**src/rtl/seq_divider.sv**
```systemverilog
// seq_divider: sequential restoring divider (unsigned).
// Computes one quotient bit per SHIFT/TEST pair, so a normal division
// takes 2*WIDTH+1 edges from the accepting edge to the done pulse.
// A zero divisor short-circuits from LOAD straight to DONE with a flag.
module seq_divider #(
  parameter int WIDTH = 4
) (
  input  logic             clk,
  input  logic             rst,
  input  logic             start,
  input  logic [WIDTH-1:0] dividend,
  input  logic [WIDTH-1:0] divisor,
  output logic [WIDTH-1:0] quotient,
  output logic [WIDTH-1:0] remainder,
  output logic             busy,
  output logic             done,
  output logic             div_by_zero
);

  localparam int CW = $clog2(WIDTH + 1);

  typedef enum logic [2:0] {
    IDLE,
    LOAD,
    SHIFT,
    TEST,
    DONE
  } state_t;

  state_t           state;
  logic [WIDTH:0]   r;
  logic [WIDTH-1:0] q;
  logic [WIDTH-1:0] d;
  logic [CW-1:0]    cnt;

  logic [WIDTH:0]   r_sub;
  logic [WIDTH:0]   r_next;
  logic [WIDTH-1:0] q_next;

  // Restoring trial subtraction: keep the difference only if it does not underflow
  always_comb begin
    r_sub  = r - {1'b0, d};
    r_next = r;
    q_next = q;
    if (r >= {1'b0, d}) begin
      r_next = r_sub;
      q_next = {q[WIDTH-1:1], 1'b1};
    end
  end

  // Control FSM and datapath registers; outputs are all registered here
  always_ff @(posedge clk or negedge rst) begin
    if (!rst) begin
      state       <= IDLE;
      r           <= '0;
      q           <= '0;
      d           <= '0;
      cnt         <= '0;
      quotient    <= '0;
      remainder   <= '0;
      busy        <= 1'b0;
      done        <= 1'b0;
      div_by_zero <= 1'b0;
    end else begin
      done <= 1'b0;
      case (state)
        IDLE: begin
          if (start) begin
            q           <= dividend;
            d           <= divisor;
            div_by_zero <= 1'b0;
            busy        <= 1'b1;
            state       <= LOAD;
          end
        end
        LOAD: begin
          r   <= '0;
          cnt <= CW'(WIDTH);
          if (d == '0) begin
            div_by_zero <= 1'b1;
            quotient    <= '1;
            remainder   <= q;
            done        <= 1'b1;
            state       <= DONE;
          end else begin
            state <= SHIFT;
          end
        end
        SHIFT: begin
          r     <= {r[WIDTH-1:0], q[WIDTH-1]};
          q     <= {q[WIDTH-2:0], 1'b0};
          cnt   <= cnt - CW'(1);
          state <= TEST;
        end
        TEST: begin
          r <= r_next;
          q <= q_next;
          if (cnt == '0) begin
            quotient  <= q_next;
            remainder <= r_next[WIDTH-1:0];
            done      <= 1'b1;
            state     <= DONE;
          end else begin
            state <= SHIFT;
          end
        end
        DONE: begin
          busy  <= 1'b0;
          state <= IDLE;
        end
        default: begin
          busy  <= 1'b0;
          state <= IDLE;
        end
      endcase
    end
  end

endmodule
```
**config.mk**
```make
export PLATFORM = sky130hd
export DESIGN_NAME = seq_divider
export DESIGN_NICKNAME = d
export VERILOG_FILES = /design/src/rtl/seq_divider.sv
export SDC_FILE = /design/constraint.sdc
export NUM_CORES = 1
export LEC_CHECK = 0
export CAP_MARGIN = 20
export CORE_ASPECT_RATIO = 0.9
export CORE_MARGIN = 2
export CORE_UTILIZATION = 58
export DETAILED_ROUTE_END_ITERATION = 10
export PLACE_DENSITY_LB_ADDON = 0.08
export SETUP_SLACK_MARGIN = 0.5
export SKIP_LAST_GASP = 1
export SYNTH_ARGS = -nofsm -noshare
export SYNTH_HDL_FRONTEND = slang
export SYNTH_SLANG_ARGS = --single-unit
```
**constraint.sdc**
```tcl
create_clock -name clk -period 4.6 [get_ports clk]
set_input_delay 1.38 -clock clk [delete_from_list [all_inputs] [get_ports clk]]
set_output_delay 1.38 -clock clk [all_outputs]
set_load 0.01 [all_outputs]
```
* Word-level counts from Yosys, hierarchy flattened
Index checks and enable logic that the tools add are counted.
Widths: inputs -> output; s select.
** Word-level totals
- Output and inout bits :: 11
- Bits of input ports :: 11
- Logic and storage cells :: 61
- Bits in registers :: 30
** Cells by class
- Bitwise operators :: 1
- Muxes and demuxes :: 24
- Order comparisons :: 1
- Reductions and logical operators :: 15
- Eq/ne operators :: 7
- Add/sub/neg operators :: 2
** Operators by type and width (number)
- $mux 4 :: 5
- $pmux 4 s2 :: 2
- $pmux 5 s3 :: 1
- $pmux 3 s4 :: 1
- $pmux 4 s3 :: 1
- $mux 3 :: 3
- $ne 2x2->1 const B :: 4
- $reduce_and 2->1 :: 4
- $eq 3x2->1 const B :: 2
- $logic_not 3->1 :: 2
- $mux 1 :: 6
- $pmux 1 s2 :: 3
- $pmux 3 s2 :: 1
- $reduce_and 3->1 :: 2
- $reduce_bool 2->1 :: 3
- $reduce_bool 3->1 :: 2
- $ge 5x4->1 :: 1
- $mux 5 :: 1
- $sub 5x4->5 :: 1
- $logic_not 4->1 :: 1
- $eq 3x1->1 const B :: 1
- $reduce_or 3->1 :: 1
- $sub 3x1->3 const B :: 1
- $not 1->1 :: 1

* Longest topological paths before layout
Gate-level depths: netlist (run 1).
- Depth in word-level cells :: 4
- Mapped depth :: 8
- Gate-level depth less buffers :: 8

* Worst setup path after synthesis (run 1)
Ideal clock, no wire load.
- Path type :: input to register
- Start :: input port start
- End :: register q[1]
- Cell stages on the path :: 4
- Data required time :: 4462 ps
- Setup slack :: 2388 ps
- Library setup time :: 138 ps
- Arrival time :: 2074 ps
- Path buffers :: 1
- Cells stage by stage :: and3_1 -> buf_2 -> o21ai_1 -> o21ai_0
** Between the ends
- Longest elaborated chain between the ends :: 2
** Ends and longest elaborated chain
- start: declaration :: RTL line 10 : input logic start,
- $ne 2x2->1 (no line)
- $reduce_and 2->1 (no line)
- end signal: assignment :: RTL line 69 : q <= dividend;
- end signal: assignment :: RTL line 91 : q <= {q[WIDTH-2:0], 1'b0};
- end signal: assignment :: RTL line 97 : q <= q_next;
- end: declaration :: RTL line 32 : logic [WIDTH-1:0] q;
Every way passes these cells.
A chain may end at the register's enable or synchronous reset.

* Final worst setup path (run 1)
- Start :: register div_by_zero
- End :: output port div_by_zero
** RTL lines
- start: declaration :: RTL line 17 : output logic div_by_zero
- start signal: assignment :: RTL line 63 : div_by_zero <= 1'b0;
- start signal: assignment :: RTL line 71 : div_by_zero <= 1'b0;
- start signal: assignment :: RTL line 80 : div_by_zero <= 1'b1;
No word-level cell between the ends.

==> results of run 1 <==
-- cells in the final DEF (no fill, tap or decap), types with 2 or more instances in the layout --
cell / n
a21oi_1: 9
a22oi_1: 2
dfrtp_1: 30
inv_1: 11
o221a_2: 2
nand2b_1: 2
o211ai_1: 2
o22a_2: 4
mux2i_1: 2
a32oi_1: 3
nand2_1: 26
mux2_2: 3
or2b_2: 3
a31oi_1: 4
ha_1: 6
o21ai_0: 20
clkdlybuf4s50_1: 21
nor2_1: 19
clkbuf_1: 2
nor2b_1: 4
clkbuf_4: 5
-- worst reg2reg max path, stage by stage (launching register included) --
cell and delay [ps]:
dfrtp_1 440, ha_1 390, or2_2 310, o311a_1 160, nor2_4 220, mux2_2 370, o21ai_0 180
-- state kept, by name, indices dropped and copies added, names as in the netlist --
name	count
r	5
d	4
q	4
quotient	4
remainder	4
cnt	3
state	3
busy	1
div_by_zero	1
done	1
-- stage by stage --
stage          std cells  hold slack, ps
5_1_grt              240             536
3_5_place_dp         233             494
4_1_cts              240             514
6_report             240             504
2_1_floorplan        178             489
3_3_place_gp         233             479
-- logic make-up after synthesis --
group / Yosys count
compound gates: 52
xor+xnor: 1
fa+ha+maj: 7
buf+inv: 19
flops: 30
mux: 5
simple gates: 64
-- layer usage --
metal	up-vias	global-route usage, %
met4	0	7.61
met2	33	41.6
met3	7	6.51
li1	666	-
met1	678	37.8
met5	-	0
-- worst max-delay path by stage --
stage | startpoint | end
after floorplan | start | q[1]
after global placement | start | q[2]
after detailed placement | start | q[1]
after CTS | div_by_zero | div_by_zero
after global routing | quotient[0] | quotient[0]
final | div_by_zero | div_by_zero
-- cell type report --
| cell class | count | area share (%) |
|---|---|---|
| inverters | 12 | 2.34 |
| repair buffers | 22 | 11.3 |
| clock buffers | 7 | 2.34 |
| flip-flops and latches | 30 | 38.9 |
| multi-input cells | 129 | 42.5 |
| well taps | 40 | 2.60 |
-- power by group through the flow --
stage	clock network (µW)	registers (µW)	logic (µW)
6_report	145	514	851
5_1_grt	158	532	958
4_1_cts	147	510	852
3_5_place_dp	0	516	844
3_3_place_gp	0	509	813
2_1_floorplan	0	487	626
==> flow_summary.toml, run 1 <==
[routing]
via_per_inst = 5.77
drcViolationCount = 0
wl_met2_um = 1800
top_layer = "met4"
route.vias.total = 1384
routedLengthMet1_um = 1750
drt_iter0_drc = 64
ant_nets = 0
routed-wl-met3_um = 202
drtPass1Iterations = 4
wl_um = 3820
wl_per_cell_um = 15.9

[worst_setup_path]
critPathCaptureType = "output port"
rr_worst_depth = 6
required_ps = 3220
cp_top_family = "buffers and inverters"
worstPathCellList = "clkdlybuf4s50_1"
worst_r2r_endpoint = "r[1]"
rrSetupSlack_ps = 2430
cp_slowest_cell = "clkdlybuf4s50_1"
worst_ep_arrival_time_ps = 1250
cp.depth = 1
start_kind = "flip-flop"
r2r-start = "r[2]"
critPathKind = "flip-flop to output port"
cp.buffers_inverters = 1
crit_fanout = 2
slowest_delay_ps = 550

[sta]
period_minus_slack_ps = 2630
finalHoldViolCount = 0
clock.fmax_mhz = 380
skew_ps = 2.16
period_share_pct = 57.2
setup_ws_ps = 1970
worstMarginPinSlew_ps = 553
setup_violations = 0
rsz0062_at_grt = "no"
relSlewSlack_pct = 63.1
finalSetupTns_ps = 0
slew_viol_final = 0

[layout]
finish.utilization_pct = 70.2
n_antenna_cell = 0
regArea_um2 = 751
fillCellCount = 220
nNetsFinal = 218
syn_to_final_growth_pct = 15.4
drive_gt1_share_pct = 12.5
design_area_um2 = 1930
multi_input_area_um2 = 820

[synthesis]
synth_seq_cells = 30
synth.area.mux_share_pct = 3.22
synthesis.instances = 178
synth_xor_area_share_pct = 0.524
synth-main-ff-cell = "dfrtp_1"
synth_compound_gate_area_share_pct = 20.7
synth_edf_count = 0
synth_simple_gate_area_share_pct = 18.9
synth_top_family_by_area = "compound AO/OA/AOI/OAI gates"
yosys.area_share.adder_pct = 5.69
ys_async_sr_fraction_pct = 100
synth_seq_area_share_pct = 44.9
synth_commonest_cells = "dfrtp_1 (30), nand2_1 (26), o21ai_0 (20), nor2_1 (19), inv_1 (11)"
synthDistinctLibCells = 41
yosys_warnings = 0
netlist_area_um2 = 1670
yosysTopAreaCellShare_pct = 44.9
synth_most_common_cell = "dfrtp_1"
synth_area_leader_cell = "dfrtp_1"
synth_fp_nets = 196
syn_avg_cell_area_um2 = 9.38
synthTopCellsByArea = "dfrtp_1 (45%), o21ai_0 (6.0%), nand2_1 (5.8%)"

[clock_network]
clk_pin_slew_ps = 90
cts_resized = 0
post-cts-setup-buffer-count = 0
cts_tree = "built"
cts-buffers-inserted = 5
htreeDepth = 2
clockBufferDepth = 2
clkLatencyLatePin_ps = 330
cts.sinks = 30
clockRootBuffer = "clkbuf_4"
holdBufCountCts = 0

[status]
outcome = "finished clean"

[floorplan]
ioPinCount = 22
std_cell_rows = 18
initial_core_util_pct = 60.8
core_um2 = 2750
die-area_um2 = 3330
die_x_um = 60.6
die_h_um = 54.9

[global_route]
antenna_found_initial = 0
grt_pass1_wl_um = 6210
grt-ovfl-total = 0
grt_pass1_vias = 1260
gr-usage-all-layers_pct = 26.8
grt_max_degree = 31

[power_and_ir_drop]
p_comb_share_pct = 56.4
clkPwrFrac_pct = 9.6
pwr-share-seq_pct = 34.0
power.internal_uw = 842
ir_drop_v = 0.000440
powerDensity_nw_per_um2 = 784
power_uw = 1510
p_leak_uw = 0.000825
p_sw_share_pct = 44.3
switchingPower_uw = 669

[hold_path]
min_to = "busy"
holdCritStartpoint = "busy"
min_path_cells = 2
hold_path_class = "flip-flop to flip-flop"

[place]
place_congestion = 0.878
place_hpwl_um = 2750
port_buffers = 21
dpl_cell_area_um2 = 1880
place_ws_ps = 1810

[job]
maxCapViolations = 0
Power figures use the tool's default switching activity.
==> run 2: changes to the inputs <==
--- a/config.mk
+++ b/config.mk
@@ -8,7 +8,7 @@
 export CAP_MARGIN = 20
 export CORE_ASPECT_RATIO = 0.9
 export CORE_MARGIN = 2
-export CORE_UTILIZATION = 58
+export CORE_UTILIZATION = 54
 export DETAILED_ROUTE_END_ITERATION = 10
 export PLACE_DENSITY_LB_ADDON = 0.08
 export SETUP_SLACK_MARGIN = 0.5
==> constraint.sdc (replaced) <==
create_clock -name clk -period 2.5 [get_ports clk]
set_input_delay 0.75 -clock clk [delete_from_list [all_inputs] [get_ports clk]]
set_output_delay 0.75 -clock clk [all_outputs]
set_load 0.01 [all_outputs]
==> flow_summary.toml, run 2 (synthesis results as in run 1) <==
[routing]
route.vias.total = 1416
via_per_inst = 5.71
wl_per_cell_um = 15.3
drtPass1Iterations = 4
wl_um = 3790
ant_nets = 0
drt_iter0_drc = 137
drcViolationCount = 0

[clock_network]
clk_pin_slew_ps = 90
cts_tree = "built"
htreeDepth = 2
cts.sinks = 30
clockBufferDepth = 2
clockRootBuffer = "clkbuf_4"
cts-buffers-inserted = 5
clkLatencyLatePin_ps = 340
holdBufCountCts = 0

[worst_setup_path]
worst_ep_arrival_time_ps = 2260
rrSetupSlack_ps = 480
required_ps = 2730
critPathCaptureType = "flip-flop"
worst_r2r_endpoint = "q[0]"
critPathKind = "flip-flop to flip-flop"
crit_fanout = 4
rr_worst_depth = 8
start_kind = "flip-flop"
r2r-start = "d[1]"

[sta]
slew_viol_final = 0
period_minus_slack_ps = 2020
setup_violations = 0
period_share_pct = 80.9
finalHoldViolCount = 0
skew_ps = 5.22
clock.fmax_mhz = 494
finalSetupTns_ps = 0
relSlewSlack_pct = 71.5
holdWs_ps = 495
rsz0062_at_grt = "yes"
worstMarginPinSlew_ps = 424

[layout]
nNetsFinal = 224
drive_gt1_share_pct = 18.9
regMostFlops = "r"
n_antenna_cell = 0
largest_reg_flops = 5
syn_to_final_growth_pct = 22.6
layout_common_cells = "dfrtp_1 (28), nand2_1 (26), o21ai_0 (20)"
mostFrequentLayoutCell = "dfrtp_1"

[floorplan]
std_cell_rows = 19
die-area_um2 = 3550
die_h_um = 56.8
initial_core_util_pct = 55.8
ioPinCount = 22
die_x_um = 62.6
core_um2 = 3000

[job]
maxCapViolations = 0

[power_and_ir_drop]
powerDensity_nw_per_um2 = 1420
ir_drop_v = 0.000651
power_uw = 2900
p_leak_uw = 0.000943

[hold_path]
min_path_cells = 2
hold_path_class = "flip-flop to flip-flop"
holdCritStartpoint = "busy"
min_to = "busy"

[global_route]
antenna_found_initial = 0
grt_pass1_vias = 1340
grt_max_degree = 31
gr-usage-all-layers_pct = 23.3
grt-ovfl-total = 0
grt_pass1_wl_um = 6240

[place]
place_hpwl_um = 2710
port_buffers = 21
place_congestion = 0.913

[status]
outcome = "finished clean"
[run 2: cell types whose count changed in the layout (fill, tap and decap cells not counted), moves of 3 or more]
cell / before / now
dlymetal6s2s_1: 0 / 8
dlygate4sd2_1: 0 / 3
clkdlybuf4s50_1: 21 / 10
buf_4: 1 / 6
[run 2: metrics by stage]
step | std cells | area (µm²) | util (%) | setup WS, ps
finish | 248 | 2050 | 68.4 | 478
global route | 248 | 2050 | 68.4 | 445
CTS | 244 | 1960 | 65.3 | 506
detailed placement | 235 | 1890 | 62.9 | 330
global placement | 235 | 1890 | 62.9 | 422
floorplan | 178 | 1670 | - | 571
[run 2: critical path, stage by stage, from the launching register on]
cell	delay, ps
dfrtp_1	400
inv_2	90
ha_4	200
nor2b_1	130
o311a_1	390
nor2_4	230
buf_4	160
a21oi_1	60
o221a_2	260
[run 2: cell type report]
type,instances,area (µm²)
fillers,257,947
clock buffers,7,45.0
flip-flops and latches,30,753
repair buffers,28,292
well taps,42,52.6
multi-input cells,129,861
inverters,12,45.0
[run 2: timing repair]
| action | in CTS | in global routing |
|---|---|---|
| hold endpoints to repair | 0 | 0 |
| gates resized for setup | 5 | 16 |
| pin swaps | 1 | 6 |
| setup endpoints to repair | 10 | 18 |
| setup buffers | 2 | 4 |
[run 2: how the worst max path moves through the flow]
stage | from | end | slack [ps] | depth (start not counted)
after floorplan | r[2] | remainder[0] | 570 | 6
after global placement | start | q[1] | 420 | 5
after detailed placement | start | q[3] | 330 | 4
after CTS | d[2] | remainder[1] | 510 | 7
after global routing | d[1] | q[0] | 450 | 8
final | d[1] | q[0] | 480 | 8
[run 2: report_power, final]
group | switching (µW) | internal (µW)
clock network | 164 | 106
registers | 226 | 714
logic | 875 | 814
total | 1260 | 1630
[run 2: layer usage]
layer	up-vias	global-route usage (%)	wire length, µm
met2	48	35.9	1790
li1	676	-	-
met4	0	8.57	51
met3	5	8.22	256
met1	687	30.4	1690
met5	-	0	0
